--- src/rtl/complex_divide2.sv ---
// Sequential complex divider: quot = (a+bi)/(c+di) using one shared multiplier,
// one add/sub unit and one divider, sequenced by a fixed 11-cycle FSM.
module complex_divide2 #(
  parameter int SIG_WIDTH = 16,
  parameter int EXP_WIDTH = 7
) (
  input  logic                                     clock,
  input  logic                                     reset,
  input  logic [2*(SIG_WIDTH+EXP_WIDTH+1)-1:0]     element1,
  input  logic [2*(SIG_WIDTH+EXP_WIDTH+1)-1:0]     element2,
  input  logic                                     in_valid,
  output logic                                     in_ready,
  output logic [2*(SIG_WIDTH+EXP_WIDTH+1)-1:0]     quot,
  output logic                                     div_by_zero,
  output logic                                     out_valid,
  input  logic                                     out_ready
);

  localparam int FW = SIG_WIDTH + EXP_WIDTH + 1;
  localparam int MW = SIG_WIDTH + 1;
  localparam int PW = 2 * MW;
  localparam int AW = 2 * MW + 2;
  localparam int QW = MW + 3;
  localparam int XW = EXP_WIDTH + 3;
  localparam logic [EXP_WIDTH-1:0] EMAX   = {EXP_WIDTH{1'b1}};
  localparam logic signed [XW-1:0] E_ZERO = {XW{1'b0}};
  localparam logic signed [XW-1:0] E_ONE  = {{(XW-1){1'b0}}, 1'b1};
  localparam logic signed [XW-1:0] E_INF  = {{(XW-EXP_WIDTH){1'b0}}, EMAX};
  localparam logic signed [XW-1:0] BIAS   = {{(XW-EXP_WIDTH+1){1'b0}}, {(EXP_WIDTH-1){1'b1}}};

  typedef logic [FW-1:0] fp_t;

  typedef enum logic [3:0] {
    S_IDLE = 4'd0, S_M1 = 4'd1, S_M2 = 4'd2, S_A1 = 4'd3, S_M3 = 4'd4,
    S_M4 = 4'd5, S_A2 = 4'd6, S_M5 = 4'd7, S_M6 = 4'd8, S_A3 = 4'd9,
    S_D1 = 4'd10, S_D2 = 4'd11, S_DONE = 4'd12
  } state_t;

  function automatic logic signed [XW-1:0] fp_exp(input fp_t x);
    return signed'({{(XW-EXP_WIDTH){1'b0}}, x[FW-2:SIG_WIDTH]});
  endfunction

  function automatic logic fp_is_zero(input fp_t x);
    return (x[FW-2:SIG_WIDTH] == {EXP_WIDTH{1'b0}});
  endfunction

  // Round-to-nearest-even, then flush underflow to +0 and saturate overflow to inf.
  function automatic fp_t fp_pack(input logic s, input logic signed [XW-1:0] e,
                                  input logic [MW-1:0] m, input logic g, input logic st);
    logic [MW:0]           rm;
    logic signed [XW-1:0]  ex;
    fp_t                   r;
    rm = {1'b0, m} + {{MW{1'b0}}, g & (st | m[0])};
    ex = e;
    if (rm[MW]) begin
      rm = rm >> 1;
      ex = ex + E_ONE;
    end else begin
      ex = e;
    end
    if (ex <= E_ZERO) begin
      r = {FW{1'b0}};
    end else if (ex >= E_INF) begin
      r = {s, EMAX, {SIG_WIDTH{1'b0}}};
    end else begin
      r = {s, ex[EXP_WIDTH-1:0], rm[SIG_WIDTH-1:0]};
    end
    return r;
  endfunction

  function automatic fp_t fp_mul(input fp_t x, input fp_t y);
    logic [PW-1:0]         p;
    logic signed [XW-1:0]  e;
    logic                  s;
    fp_t                   r;
    s = x[FW-1] ^ y[FW-1];
    p = {{(PW-MW){1'b0}}, 1'b1, x[SIG_WIDTH-1:0]} * {{(PW-MW){1'b0}}, 1'b1, y[SIG_WIDTH-1:0]};
    e = fp_exp(x) + fp_exp(y) - BIAS;
    if (fp_is_zero(x) || fp_is_zero(y)) begin
      r = {FW{1'b0}};
    end else if (p[PW-1]) begin
      r = fp_pack(s, e + E_ONE, p[PW-1 -: MW], p[PW-1-MW], |p[PW-2-MW:0]);
    end else begin
      r = fp_pack(s, e, p[PW-2 -: MW], p[PW-2-MW], |p[PW-3-MW:0]);
    end
    return r;
  endfunction

  // Computes x + y, or x - y when sub is set; the larger magnitude sets the sign.
  function automatic fp_t fp_add(input fp_t x, input fp_t y, input logic sub);
    fp_t                   yy, big, sml, r;
    logic [EXP_WIDTH-1:0]  d;
    logic [AW-1:0]         ma, mb, mask, sum;
    logic signed [XW-1:0]  e;
    logic                  found;
    int                    lz;
    yy = {y[FW-1] ^ sub, y[FW-2:0]};
    if (x[FW-2:0] >= yy[FW-2:0]) begin
      big = x;
      sml = yy;
    end else begin
      big = yy;
      sml = x;
    end
    d    = big[FW-2:SIG_WIDTH] - sml[FW-2:SIG_WIDTH];
    ma   = {2'b01, big[SIG_WIDTH-1:0], {(MW+1){1'b0}}};
    mb   = {2'b01, sml[SIG_WIDTH-1:0], {(MW+1){1'b0}}};
    mask = ({{(AW-1){1'b0}}, 1'b1} << d) - {{(AW-1){1'b0}}, 1'b1};
    mb   = (mb >> d) | {{(AW-1){1'b0}}, |(mb & mask)};
    if (big[FW-1] == sml[FW-1]) begin
      sum = ma + mb;
    end else begin
      sum = ma - mb;
    end
    e     = fp_exp(big);
    lz    = 0;
    found = 1'b0;
    if (fp_is_zero(x)) begin
      r = fp_is_zero(yy) ? {FW{1'b0}} : yy;
    end else if (fp_is_zero(yy)) begin
      r = x;
    end else if (sum == {AW{1'b0}}) begin
      r = {FW{1'b0}};
    end else begin
      if (sum[AW-1]) begin
        sum = {1'b0, sum[AW-1:1]} | {{(AW-1){1'b0}}, sum[0]};
        e   = e + E_ONE;
      end else begin
        for (int i = AW - 2; i >= 0; i--) begin
          if (!found) begin
            if (sum[i]) found = 1'b1;
            else lz = lz + 1;
          end else begin
            found = 1'b1;
          end
        end
        sum = sum << lz;
        e   = e - signed'(XW'(lz));
      end
      r = fp_pack(big[FW-1], e, sum[AW-2 -: MW], sum[AW-2-MW], |sum[AW-3-MW:0]);
    end
    return r;
  endfunction

  function automatic fp_t fp_div(input fp_t x, input fp_t y);
    logic [AW-1:0]         n, dv, qq, rem;
    logic signed [XW-1:0]  e;
    logic                  s;
    fp_t                   r;
    s   = x[FW-1] ^ y[FW-1];
    n   = {1'b1, x[SIG_WIDTH-1:0], {(MW+2){1'b0}}};
    dv  = {{(AW-MW){1'b0}}, 1'b1, y[SIG_WIDTH-1:0]};
    qq  = n / dv;
    rem = n % dv;
    e   = fp_exp(x) - fp_exp(y) + BIAS;
    if (fp_is_zero(y)) begin
      r = {s, EMAX, {SIG_WIDTH{1'b0}}};
    end else if (fp_is_zero(x)) begin
      r = {FW{1'b0}};
    end else if (qq[QW-1]) begin
      r = fp_pack(s, e, qq[QW-1 -: MW], qq[QW-1-MW], (|qq[QW-2-MW:0]) | (|rem));
    end else begin
      r = fp_pack(s, e - E_ONE, qq[QW-2 -: MW], qq[QW-2-MW], (|qq[QW-3-MW:0]) | (|rem));
    end
    return r;
  endfunction

  state_t     state_q, state_d;
  fp_t        a_q, b_q, c_q, d_q, a_d, b_d, c_d, d_d;
  fp_t        t0_q, t1_q, den_q, nr_q, ni_q, t0_d, t1_d, den_d, nr_d, ni_d;
  logic [2*FW-1:0] quot_q, quot_d;
  logic       zero_q, zero_d, dbz_q, dbz_d, out_valid_q, out_valid_d;
  fp_t        mul_a_s, mul_b_s, mul_y_s, add_y_s, div_y_s;

  // Operand routing into the shared multiplier for each multiply state.
  always_comb begin
    mul_a_s = c_q;
    mul_b_s = c_q;
    case (state_q)
      S_M2:    begin mul_a_s = d_q; mul_b_s = d_q; end
      S_M3:    begin mul_a_s = a_q; mul_b_s = c_q; end
      S_M4:    begin mul_a_s = b_q; mul_b_s = d_q; end
      S_M5:    begin mul_a_s = b_q; mul_b_s = c_q; end
      S_M6:    begin mul_a_s = a_q; mul_b_s = d_q; end
      default: begin mul_a_s = c_q; mul_b_s = c_q; end
    endcase
  end

  assign mul_y_s = fp_mul(mul_a_s, mul_b_s);
  assign add_y_s = fp_add(t0_q, t1_q, state_q == S_A3);
  assign div_y_s = fp_div((state_q == S_D2) ? ni_q : nr_q, den_q);

  // Sequencer: each state commits exactly one unit result.
  always_comb begin
    state_d     = state_q;
    a_d = a_q; b_d = b_q; c_d = c_q; d_d = d_q;
    t0_d = t0_q; t1_d = t1_q; den_d = den_q; nr_d = nr_q; ni_d = ni_q;
    quot_d      = quot_q;
    zero_d      = zero_q;
    dbz_d       = dbz_q;
    out_valid_d = 1'b0;
    case (state_q)
      S_IDLE: begin
        if (in_valid) begin
          a_d     = element1[2*FW-1:FW];
          b_d     = element1[FW-1:0];
          c_d     = element2[2*FW-1:FW];
          d_d     = element2[FW-1:0];
          state_d = S_M1;
        end else begin
          state_d = S_IDLE;
        end
      end
      S_M1: begin t0_d = mul_y_s; state_d = S_M2; end
      S_M2: begin t1_d = mul_y_s; state_d = S_A1; end
      S_A1: begin
        den_d   = add_y_s;
        zero_d  = fp_is_zero(add_y_s);
        state_d = S_M3;
      end
      S_M3: begin t0_d = mul_y_s; state_d = S_M4; end
      S_M4: begin t1_d = mul_y_s; state_d = S_A2; end
      S_A2: begin nr_d = add_y_s; state_d = S_M5; end
      S_M5: begin t0_d = mul_y_s; state_d = S_M6; end
      S_M6: begin t1_d = mul_y_s; state_d = S_A3; end
      S_A3: begin ni_d = add_y_s; state_d = S_D1; end
      S_D1: begin
        quot_d[2*FW-1:FW] = zero_q ? {FW{1'b0}} : div_y_s;
        state_d           = S_D2;
      end
      S_D2: begin
        quot_d[FW-1:0] = zero_q ? {FW{1'b0}} : div_y_s;
        dbz_d          = zero_q;
        out_valid_d    = 1'b1;
        state_d        = S_DONE;
      end
      S_DONE: begin
        if (out_ready) begin
          state_d = S_IDLE;
        end else begin
          out_valid_d = 1'b1;
          state_d     = S_DONE;
        end
      end
      default: state_d = S_IDLE;
    endcase
  end

  // State and datapath registers.
  always_ff @(posedge clock or posedge reset) begin
    if (reset) begin
      state_q <= S_IDLE;
      a_q <= {FW{1'b0}}; b_q <= {FW{1'b0}}; c_q <= {FW{1'b0}}; d_q <= {FW{1'b0}};
      t0_q <= {FW{1'b0}}; t1_q <= {FW{1'b0}}; den_q <= {FW{1'b0}};
      nr_q <= {FW{1'b0}}; ni_q <= {FW{1'b0}};
      quot_q      <= {(2*FW){1'b0}};
      zero_q      <= 1'b0;
      dbz_q       <= 1'b0;
      out_valid_q <= 1'b0;
    end else begin
      state_q <= state_d;
      a_q <= a_d; b_q <= b_d; c_q <= c_d; d_q <= d_d;
      t0_q <= t0_d; t1_q <= t1_d; den_q <= den_d;
      nr_q <= nr_d; ni_q <= ni_d;
      quot_q      <= quot_d;
      zero_q      <= zero_d;
      dbz_q       <= dbz_d;
      out_valid_q <= out_valid_d;
    end
  end

  assign in_ready    = (state_q == S_IDLE);
  assign quot        = quot_q;
  assign div_by_zero = dbz_q;
  assign out_valid   = out_valid_q;

endmodule

--- config.mk ---
export PLATFORM = sky130hd
export DESIGN_NAME = complex_divide2
export DESIGN_NICKNAME = d
export VERILOG_FILES = /design/src/rtl/complex_divide2.sv
export SDC_FILE = /design/constraint.sdc
export NUM_CORES = 2
export LEC_CHECK = 0
export ABC_AREA = 1
export CAP_MARGIN = 25
export CORE_MARGIN = 4
export CORE_UTILIZATION = 45
export DETAILED_ROUTE_END_ITERATION = 10
export DONT_BUFFER_PORTS = 1
export SKIP_CTS_REPAIR_TIMING = 1
export SYNTH_ARGS = -nofsm -noshare
export SYNTH_HDL_FRONTEND = slang
export SYNTH_SLANG_ARGS = --single-unit
--- constraint.sdc ---
create_clock -name clock -period 81.3 [get_ports clock]
set_input_delay 24.39 -clock clock [delete_from_list [all_inputs] [get_ports clock]]
set_output_delay 24.39 -clock clock [all_outputs]
set_load 0.1 [all_outputs]
==> qor.json <==
{
  "status": {"value": "finished, final reports clean"},
  "crit_path_top_delay_cell": {"value": "inv_1"},
  "first_global_vias": {"value": 69200},
  "chipHeight": {"value": 399, "unit": "um"},
  "slew_violations": {"value": 0},
  "finalClockSkew": {"value": 0.0409, "unit": "ns"},
  "transition_time_at_the_pin_with_the_least_slew_margin": {"value": 1.14, "unit": "ns"},
  "crit_type": {"value": "reg -> reg"},
  "wl_per_cell": {"value": 18.8, "unit": "um"},
  "drt_iter0_drc": {"value": 5914},
  "drt-pass1-iter-count": {"value": 6},
  "final_common_cell": {"value": "nand2_1"},
  "placement_rows": {"value": 143},
  "route.detailed.drc": {"value": 0},
  "grt_antenna_before_repair": {"value": 10},
  "synthesis.nets": {"value": 12100},
  "async_reset_ff_frac": {"value": 1.00},
  "cp_data_required_time": {"value": 81.83, "unit": "ns"},
  "setup.worst_path.start_class": {"value": "register"},
  "synth_edf_count": {"value": 0},
  "kind_of_cell_adding_the_most_delay_to_the_critical_path": {"value": "simple AND/OR/NAND/NOR gates"},
  "dp_hpwl": {"value": 205, "unit": "mm"},
  "global_route_wire_length_before_repair": {"value": 387, "unit": "mm"},
  "postSynthRegisterBits": {"value": 271},
  "cts_htree_levels": {"value": 1},
  "detail_routed_via_count_per_cell": {"value": 5.52},
  "rsz0062_at_grt": {"value": "no"},
  "initial_core_util": {"value": 0.453},
  "finalSetupTns": {"value": 0, "unit": "ns"},
  "cp_data_arrival_time": {"value": 63.25, "unit": "ns"},
  "clockRootBuffer": {"value": "clkbuf_16"},
  "syn-cell-area": {"value": 0.0689, "unit": "mm2"},
  "tritoncts_buffer_count": {"value": 30},
  "routed_wirelength": {"value": 248, "unit": "mm"},
  "netlist-cell-type-count": {"value": 101},
  "yosysWarningCount": {"value": 0},
  "min_cycle_time_layout": {"value": 62.73, "unit": "ns"},
  "syn_to_final_growth": {"value": 3.80, "unit": "%"},
  "ant_nets": {"value": 0},
  "area_of_the_die": {"value": 0.160, "unit": "mm2"},
  "max_slew_margin": {"value": 0.239},
  "io-pin-count": {"value": 151},
  "clkSlewWorstSetupHoldPaths": {"value": 0.08, "unit": "ns"},
  "chipWidth": {"value": 399, "unit": "um"},
  "globalplace.congestion": {"value": 1.02},
  "cpMostUsedCell": {"value": "nand2_1"},
  "finalSetupViolations": {"value": 0},
  "grt.total_usage": {"value": 0.302},
  "core-area": {"value": 0.152, "unit": "mm2"},
  "finalHoldViolations": {"value": 0},
  "clock_latency": {"value": 0.63, "unit": "ns"},
  "cts_tree": {"value": "built"},
  "worstPathMaxFanout": {"value": 49},
  "cts.sinks": {"value": 271},
  "syn-mean-instance-area": {"value": 6.12, "unit": "um2"},
  "port_buffers": {"value": 0},
  "nets": {"value": 12000},
  "yosysSeqAreaShare": {"value": 0.0984},
  "grt_overflow_total": {"value": 0},
  "cpPeakStageDelay": {"value": 0.77, "unit": "ns"},
  "fraction_of_layout_cells_with_a_size_suffix_above_1": {"value": 0.0864},
  "clock.fmax": {"value": 15.9, "unit": "MHz"},
  "drv_cap": {"value": 0},
  "period_share": {"value": 0.772},
  "hold_class": {"value": "reg -> reg"},
  "netlist_instances": {"value": 11300},
  "grt_max_degree": {"value": 157},
  "critical_path.n_buffers_inverters": {"value": 44},
  "finalHoldWorstSlack": {"value": 0.491, "unit": "ns"},
  "cp-end-kind": {"value": "register"},
  "synth_flop_cell": {"value": "dfrtp_1"},
  "most-common-layout-cells": {"value": "nand2_1 (2830), inv_1 (1657), nor2_1 (1005)"},
  "clock_tree.buffer_depth": {"value": 3},
  "num_vias": {"value": 72600}
}
[logic make-up after synthesis]
kind of cell	synth area share
adder cells (fa/ha/maj)	0.164
XOR/XNOR	0.0660
flip-flops	0.0984
buffers and inverters	0.125
multiplexers	0.0119
AO/OA/AOI/OAI	0.139
AND/OR/NAND/NOR	0.395
[worst min-delay path, cell delays in order, from the launching register on]
cell and delay, ns:
dfrtp_1 0.35, nand2_1 0.05, o21ai_0 0.06
[state kept, by name, indices dropped and copies added, names as in the netlist]
register,flops
state_q,4
d_q,24
ni_q,24
quot,48
t1_q,24
a_q,24
t0_q,24
div_by_zero,1
zero_q,1
out_valid,1
nr_q,24
b_q,24
den_q,24
c_q,24
[metrics by stage]
step	instance area (um2)	util	worst slack (ns)	instances
CTS	71500	0.470	19.06	13200
global placement	70500	0.463	20.30	13100
floorplan	68900	-	26.59	11300
global route	71600	0.471	11.78	13200
detailed placement	70500	0.464	19.24	13100
finish	71600	0.471	18.57	13200
[path summary, 6_finish.rpt]
| path | cells past startpoint | to | startpoint | slack, ns |
|---|---|---|---|---|
| min in group asynchronous | 1 | quot[35] | reset | 23.75 |
| worst max register to register | 339 | quot[0] | state_q[2] | 18.57 |
| worst min-delay path | 2 | t0_q[0] | t0_q[0] | 0.49 |
| worst min register to register | 2 | t0_q[0] | t0_q[0] | 0.49 |
| worst max-delay path | 339 | quot[0] | state_q[2] | 18.57 |
| max in group asynchronous | 2 | den_q[0] | reset | 56.13 |
[Yosys cell counts (all sizes together), types with 3 or more instances]
master   instances  area share
o31ai           33      0.0037
a21o            23      0.0025
and3            11      0.0010
mux2            66       0.011
xor2           338       0.043
o22ai           10     0.00091
nor4            59      0.0054
nand4          285       0.027
o311ai           3     0.00038
nand3b          56      0.0064
nand3          949       0.081
o21a            18      0.0020
a21boi           8     0.00087
dfrtp          271       0.098
buf             90       0.011
mux2i            8      0.0012
a211oi          15      0.0017
o21bai          48      0.0055
a221oi          12      0.0015
o211ai          19      0.0021
a21oi          606       0.045
clkinv          38      0.0024
inv           1756       0.097
a221o            4     0.00058
o21ai          867       0.064
nor3b            4     0.00044
and2             7     0.00064
or2             78      0.0071
nor2          1168       0.076
ha             538       0.098
a41oi            3     0.00038
o2111ai         13      0.0017
nor3           134       0.010
nand2         3056        0.18
clkbuf         197       0.015
a31oi           37      0.0034
o221ai           8      0.0010
fa             229       0.066
xnor2          181       0.023
o41ai            5     0.00074
[area by class of cell]
cell class	count	area, um2
Fill cell	16500	80500
Multi-Input combinational cell	8914	53600
Inverter	1795	6850
Sequential cell	271	6780
Tap cell	2030	2540
Clock buffer	40	868
Timing Repair Buffer	94	731
Clock inverter	15	166
Antenna cell	3	7.51
[layer usage]
| layer | up-vias | track usage | routed length [um] |
|---|---|---|---|
| met4 | 6 | 0.103 | 10100 |
| met2 | 2174 | 0.509 | 114000 |
| li1 | 36200 | - | - |
| met3 | 438 | 0.0330 | 14500 |
| met1 | 33800 | 0.402 | 109000 |
| met5 | - | 0 | 29 |
Power is left out: the tool's default activity adds up to more than one toggle a clock period on the data nets, which glitch-free logic cannot reach.
